<file path="src/rtl/div_seq_ctrl.sv">
// Sequential radix-2 restoring divider: one trial subtract per clock, WIDTH iterations.
// Optional DIV_ZERO_TRAP_EN: a zero divisor finishes after a single cycle and raises dz.
module div_seq_ctrl #(
  parameter int WIDTH = 8,
  parameter int CNT_W = 3
) (
  input  logic             clk,
  input  logic             rst,
  input  logic             start,
  input  logic [WIDTH-1:0] num,
  input  logic [WIDTH-1:0] den,
  output logic             busy,
  output logic             done,
  output logic [WIDTH-1:0] quo,
  output logic [WIDTH-1:0] rem,
  output logic             dz
);

  typedef enum logic [1:0] {S_IDLE, S_RUN, S_DONE} state_t;

  state_t           r_state, w_nxt;
  logic [WIDTH-1:0] r_a, r_q, r_d;
  logic [CNT_W-1:0] r_cnt;
  logic [WIDTH-1:0] r_quo, r_rem;
  logic             w_accept, w_ge;
  logic [WIDTH:0]   w_ash;
  logic [WIDTH-1:0] w_t, w_an, w_qn;

  // The partial remainder always stays below D, so only the shifted trial
  // value needs the extra bit for the compare.
  assign w_accept = start && (r_state != S_RUN);
  assign w_ash    = {r_a, r_q[WIDTH-1]};
  assign w_ge     = w_ash >= {1'b0, r_d};
  assign w_t      = w_ash[WIDTH-1:0] - r_d;
  assign w_an     = w_ge ? w_t : w_ash[WIDTH-1:0];
  assign w_qn     = {r_q[WIDTH-2:0], w_ge};

  always_comb begin
    w_nxt = r_state;
    case (r_state)
      S_IDLE, S_DONE: w_nxt = w_accept ? S_RUN : S_IDLE;
      S_RUN:          if (r_cnt == '0) w_nxt = S_DONE;
      default:        w_nxt = S_IDLE;
    endcase
  end

  always_ff @(posedge clk or posedge rst) begin
    if (rst) r_state <= S_IDLE;
    else     r_state <= w_nxt;
  end

  always_ff @(posedge clk or posedge rst) begin
    if (rst) begin
      r_a   <= '0;
      r_q   <= '0;
      r_d   <= '0;
      r_cnt <= '0;
      r_quo <= '0;
      r_rem <= '0;
    end else if (w_accept) begin
      r_a <= '0;
      r_q <= num;
      r_d <= den;
`ifdef DIV_ZERO_TRAP_EN
      r_cnt <= (den == '0) ? '0 : CNT_W'(WIDTH-1);
`else
      r_cnt <= CNT_W'(WIDTH-1);
`endif
    end else if (r_state == S_RUN) begin
      r_a   <= w_an;
      r_q   <= w_qn;
      r_cnt <= r_cnt - 1'b1;
      if (r_cnt == '0) begin
`ifdef DIV_ZERO_TRAP_EN
        // Trapped zero divisor: Q still holds the untouched dividend here.
        r_quo <= (r_d == '0) ? '1  : w_qn;
        r_rem <= (r_d == '0) ? r_q : w_an;
`else
        r_quo <= w_qn;
        r_rem <= w_an;
`endif
      end
    end
  end

`ifdef DIV_ZERO_TRAP_EN
  logic r_dz;
  always_ff @(posedge clk or posedge rst) begin
    if (rst)                                   r_dz <= 1'b0;
    else if (r_state == S_RUN && r_cnt == '0)  r_dz <= (r_d == '0);
  end
  assign dz = r_dz;
`else
  assign dz = 1'b0;
`endif

  assign busy = (r_state == S_RUN);
  assign done = (r_state == S_DONE);
  assign quo  = r_quo;
  assign rem  = r_rem;

endmodule

</file>
<file path="config.mk">
export PLATFORM = sky130hd
export DESIGN_NAME = div_seq_ctrl
export DESIGN_NICKNAME = d
export VERILOG_FILES = /design/src/rtl/div_seq_ctrl.sv
export SDC_FILE = /design/constraint.sdc
export NUM_CORES = 1
export LEC_CHECK = 0
export BUFFER_PORTS_ARGS = -buffer_cell sky130_fd_sc_hd__buf_2
export CORE_ASPECT_RATIO = 0.7
export CORE_MARGIN = 2
export CORE_UTILIZATION = 35
export CTS_CLUSTER_DIAMETER = 60
export DETAILED_ROUTE_END_ITERATION = 16
export GPL_TIMING_DRIVEN = 0
export PLACE_DENSITY_LB_ADDON = 0.12
export SYNTH_ARGS = -nofsm -noshare
export SYNTH_HDL_FRONTEND = slang
export SYNTH_SLANG_ARGS = --single-unit
</file>
<file path="constraint.sdc">
create_clock -name clk -period 4.12 [get_ports clk]
set_clock_uncertainty 0.1 [all_clocks]
set_input_delay 0.618 -clock clk [delete_from_list [all_inputs] [get_ports clk]]
set_output_delay 0.618 -clock clk [all_outputs]
set_load 0.03 [all_outputs]
</file>
==> results.json <==
{
  "htreeDepth": 2,
  "areaGrowthSynthToFinish_pct": 17.73,
  "synthSimpleGateAreaFrac": 0.1360,
  "ctsResizeCount": 0,
  "synthCells": 240,
  "placed_area_um2": 2705,
  "synth_top_family_by_area": "compound AO/OA/AOI/OAI gates",
  "switchingPower_w": 0.001341,
  "internal-power_w": 0.001443,
  "ys_types": 51,
  "port_buffers": 35,
  "dp_cells": 370,
  "irDropWorstVdd_uv": 318.9,
  "max_cap_viol_count": 0,
  "min_path_type": "input pin to asynchronous set/reset pin",
  "wl_per_cell_um": 15.11,
  "viasPerCell": 4.984,
  "final_core_util": 0.4207,
  "hpwl_um": 4180,
  "core_area_um2": 6694,
  "path_delay_family": "compound AO/OA/AOI/OAI gates",
  "rows": 25,
  "fin_cells": 378,
  "synth.top_cell.area_share": 0.4707,
  "finalCritPeriodShare": 0.6177,
  "netSwitchingFraction": 0.4816,
  "yosys-top-cells-area": "dfrtp_1 (47%), nand2_1 (5.6%), ha_1 (5.2%)",
  "path_clk_slew_ns": 0.09,
  "vias": 1884,
  "hold_viol_final": 0,
  "drc_errors": 0,
  "yosys-top-cells-count": "dfrtp_1 (45), nand2_1 (36), o21ai_0 (16)",
  "synth_compound_gate_area_share": 0.2050,
  "wirelength_um": 5713,
  "cp-end-kind": "flip-flop",
  "clk_latency_ns": 0.30,
  "place_congestion": 0.8531,
  "grt.total_usage": 0.1720,
  "grt_max_degree": 37,
  "pwr-share-seq": 0.293,
  "status": "completed",
  "synth_fa_ha_area_frac": 0.06067,
  "cts.root.buffer_cell": "clkbuf_8",
  "holdBufCountCts": 0,
  "period_minus_slack_ns": 2.545,
  "cts.sink_count": 45,
  "initial_core_util": 0.3574,
  "path_cells": "inv_1, ha_1, inv_1, fa_1, a211o_1, a2111oi_0, a41oi_1, a22o_1, a21oi_1",
  "drtAntennaViolNets": 0,
  "die_y_um": 73.17,
  "worst-path-buf-inv": 2,
  "drive_gt1_frac": 0.2289,
  "n_fill_cell": 706,
  "worst_path_most_repeated_cell": "inv_1",
  "grt_pass1_wl_um": 9839,
  "muxShareOfSynthArea": 0.06695,
  "die_w_um": 102.8,
  "synth_edf_count": 0,
  "p_comb_frac": 0.585,
  "slowest_delay_ns": 0.44,
  "cp_slowest_cell": "dfrtp_1",
  "setup_viol": 0,
  "setup-tns-final_ns": 0,
  "yosysMostFrequentCell": "dfrtp_1",
  "io_pins": 38,
  "syn-num-nets": 270,
  "drv_slew": 0,
  "holdWs_ns": 0.1247,
  "fmax_mhz": 392.9,
  "leakage_nw": 1.362,
  "yosysWarnings": 0,
  "worstPathRequired_ns": 4.25,
  "synth-xor-area-share": 0.007322,
  "async_flop_share": 1.000,
  "yosysSeqAreaShare": 0.4707,
  "dieArea_um2": 7523,
  "p_per_area_nw_per_um2": 988.4,
  "avgSynthCellArea_um2": 9.968,
  "stdcell_area_um2": 2816,
  "dr.first_iter.drc_count": 117,
  "drtPass1Iterations": 4,
  "synth_top_area_cell": "dfrtp_1",
  "synth-seq-cells": 45,
  "critPathKind": "flip-flop to flip-flop",
  "grt_pass1_vias": 1878,
  "crit_fanout": 4,
  "gr-total-overflow": 0,
  "antenna_found_initial": 0,
  "synth_area_um2": 2392,
  "fin_nets": 313,
  "cts_tree": "done",
  "postCtsSetupRepairBufs": 0,
  "cts_buffers": 5,
  "crit_arrival_ns": 2.67,
  "antenna_cells": 0,
  "cts_buffer_depth": 2,
  "start_kind": "flip-flop",
  "synth_ff_type": "dfrtp_1",
  "rsz0062_at_grt": "false",
  "p_clk_frac": 0.123
}
[path summary, 6_finish.rpt]
kind                                    start                   end  slack [ns]  depth (start not counted)
min reg2reg                quo[1]$_DFFE_PP0P_    quo[1]$_DFFE_PP0P_        0.37                          2
max                        r_q[7]$_DFFE_PP0P_    r_a[6]$_DFFE_PP0P_        1.58                          9
max reg2reg                r_q[7]$_DFFE_PP0P_    r_a[6]$_DFFE_PP0P_        1.58                          9
min in group clk           quo[1]$_DFFE_PP0P_    quo[1]$_DFFE_PP0P_        0.37                          2
min                                       rst    quo[2]$_DFFE_PP0P_        0.12                          2
max in group asynchronous                 rst  r_cnt[2]$_DFFE_PP0P_        3.32                          3
[metrics by stage]
stage | setup WS [ns] | power, W
2_1_floorplan | 1.883 | 0.002010
6_report | 1.575 | 0.002784
4_1_cts | 1.599 | 0.002791
3_5_place_dp | 1.633 | 0.002441
3_3_place_gp | 1.595 | 0.002430
5_1_grt | 1.405 | 0.003053
[state kept, by name (all words and copies together), names as in the netlist]
signal,count
quo,8
r_a,8
r_d,8
r_q,8
rem,8
r_cnt,3
r_state,2
[placed cells by master (no fill, tap or decap), drive strengths merged, types with 5 or more instances in the layout]
master,n
dfrtp,45
a21oi,13
mux2i,7
nand3,7
nor3,5
ha,10
inv,15
clkbuf,12
nand2,36
nor2,7
buf,42
o21ai,16
a31oi,6
mux2,8
[power by group through the flow]
stage                     Sequential [W]  Combinational (W)  Clock [W]
after floorplan                 0.000923            0.00109          0
final                           0.000815            0.00163   0.000341
after global routing            0.000846            0.00184   0.000370
after detailed placement        0.000824            0.00162          0
after global placement          0.000822            0.00161          0
after CTS                       0.000815            0.00162   0.000352
[kinds of logic after synthesis]
family | count (synthesis)
simple gates | 69
compound gates | 68
flops | 45
buf+inv | 29
mux | 15
fa+ha+maj | 11
xor+xnor | 2
other cells | 1
[layout make-up]
class	count	area, um2	share of cell area
Clock buffer	6	72.57	0.02577
Inverter	17	63.81	0.02266
Timing Repair Buffer	36	195.2	0.06930
Buffer	12	60.06	0.02132
Tap cell	94	117.6	0.04176
Clock inverter	2	38.79	0.01377
Multi-Input combinational cell	166	1142	0.4056
Sequential cell	45	1126	0.3998
[per-layer routing]
layer	track usage	vias to the layer above	wire length (um)
li1	-	955	-
met1	0.2746	871	3229
met2	0.2324	52	2087
met3	0.03831	6	337
met4	0.04094	0	59
met5	0	-	0
Note: power is estimated with default switching activity, not from simulation.
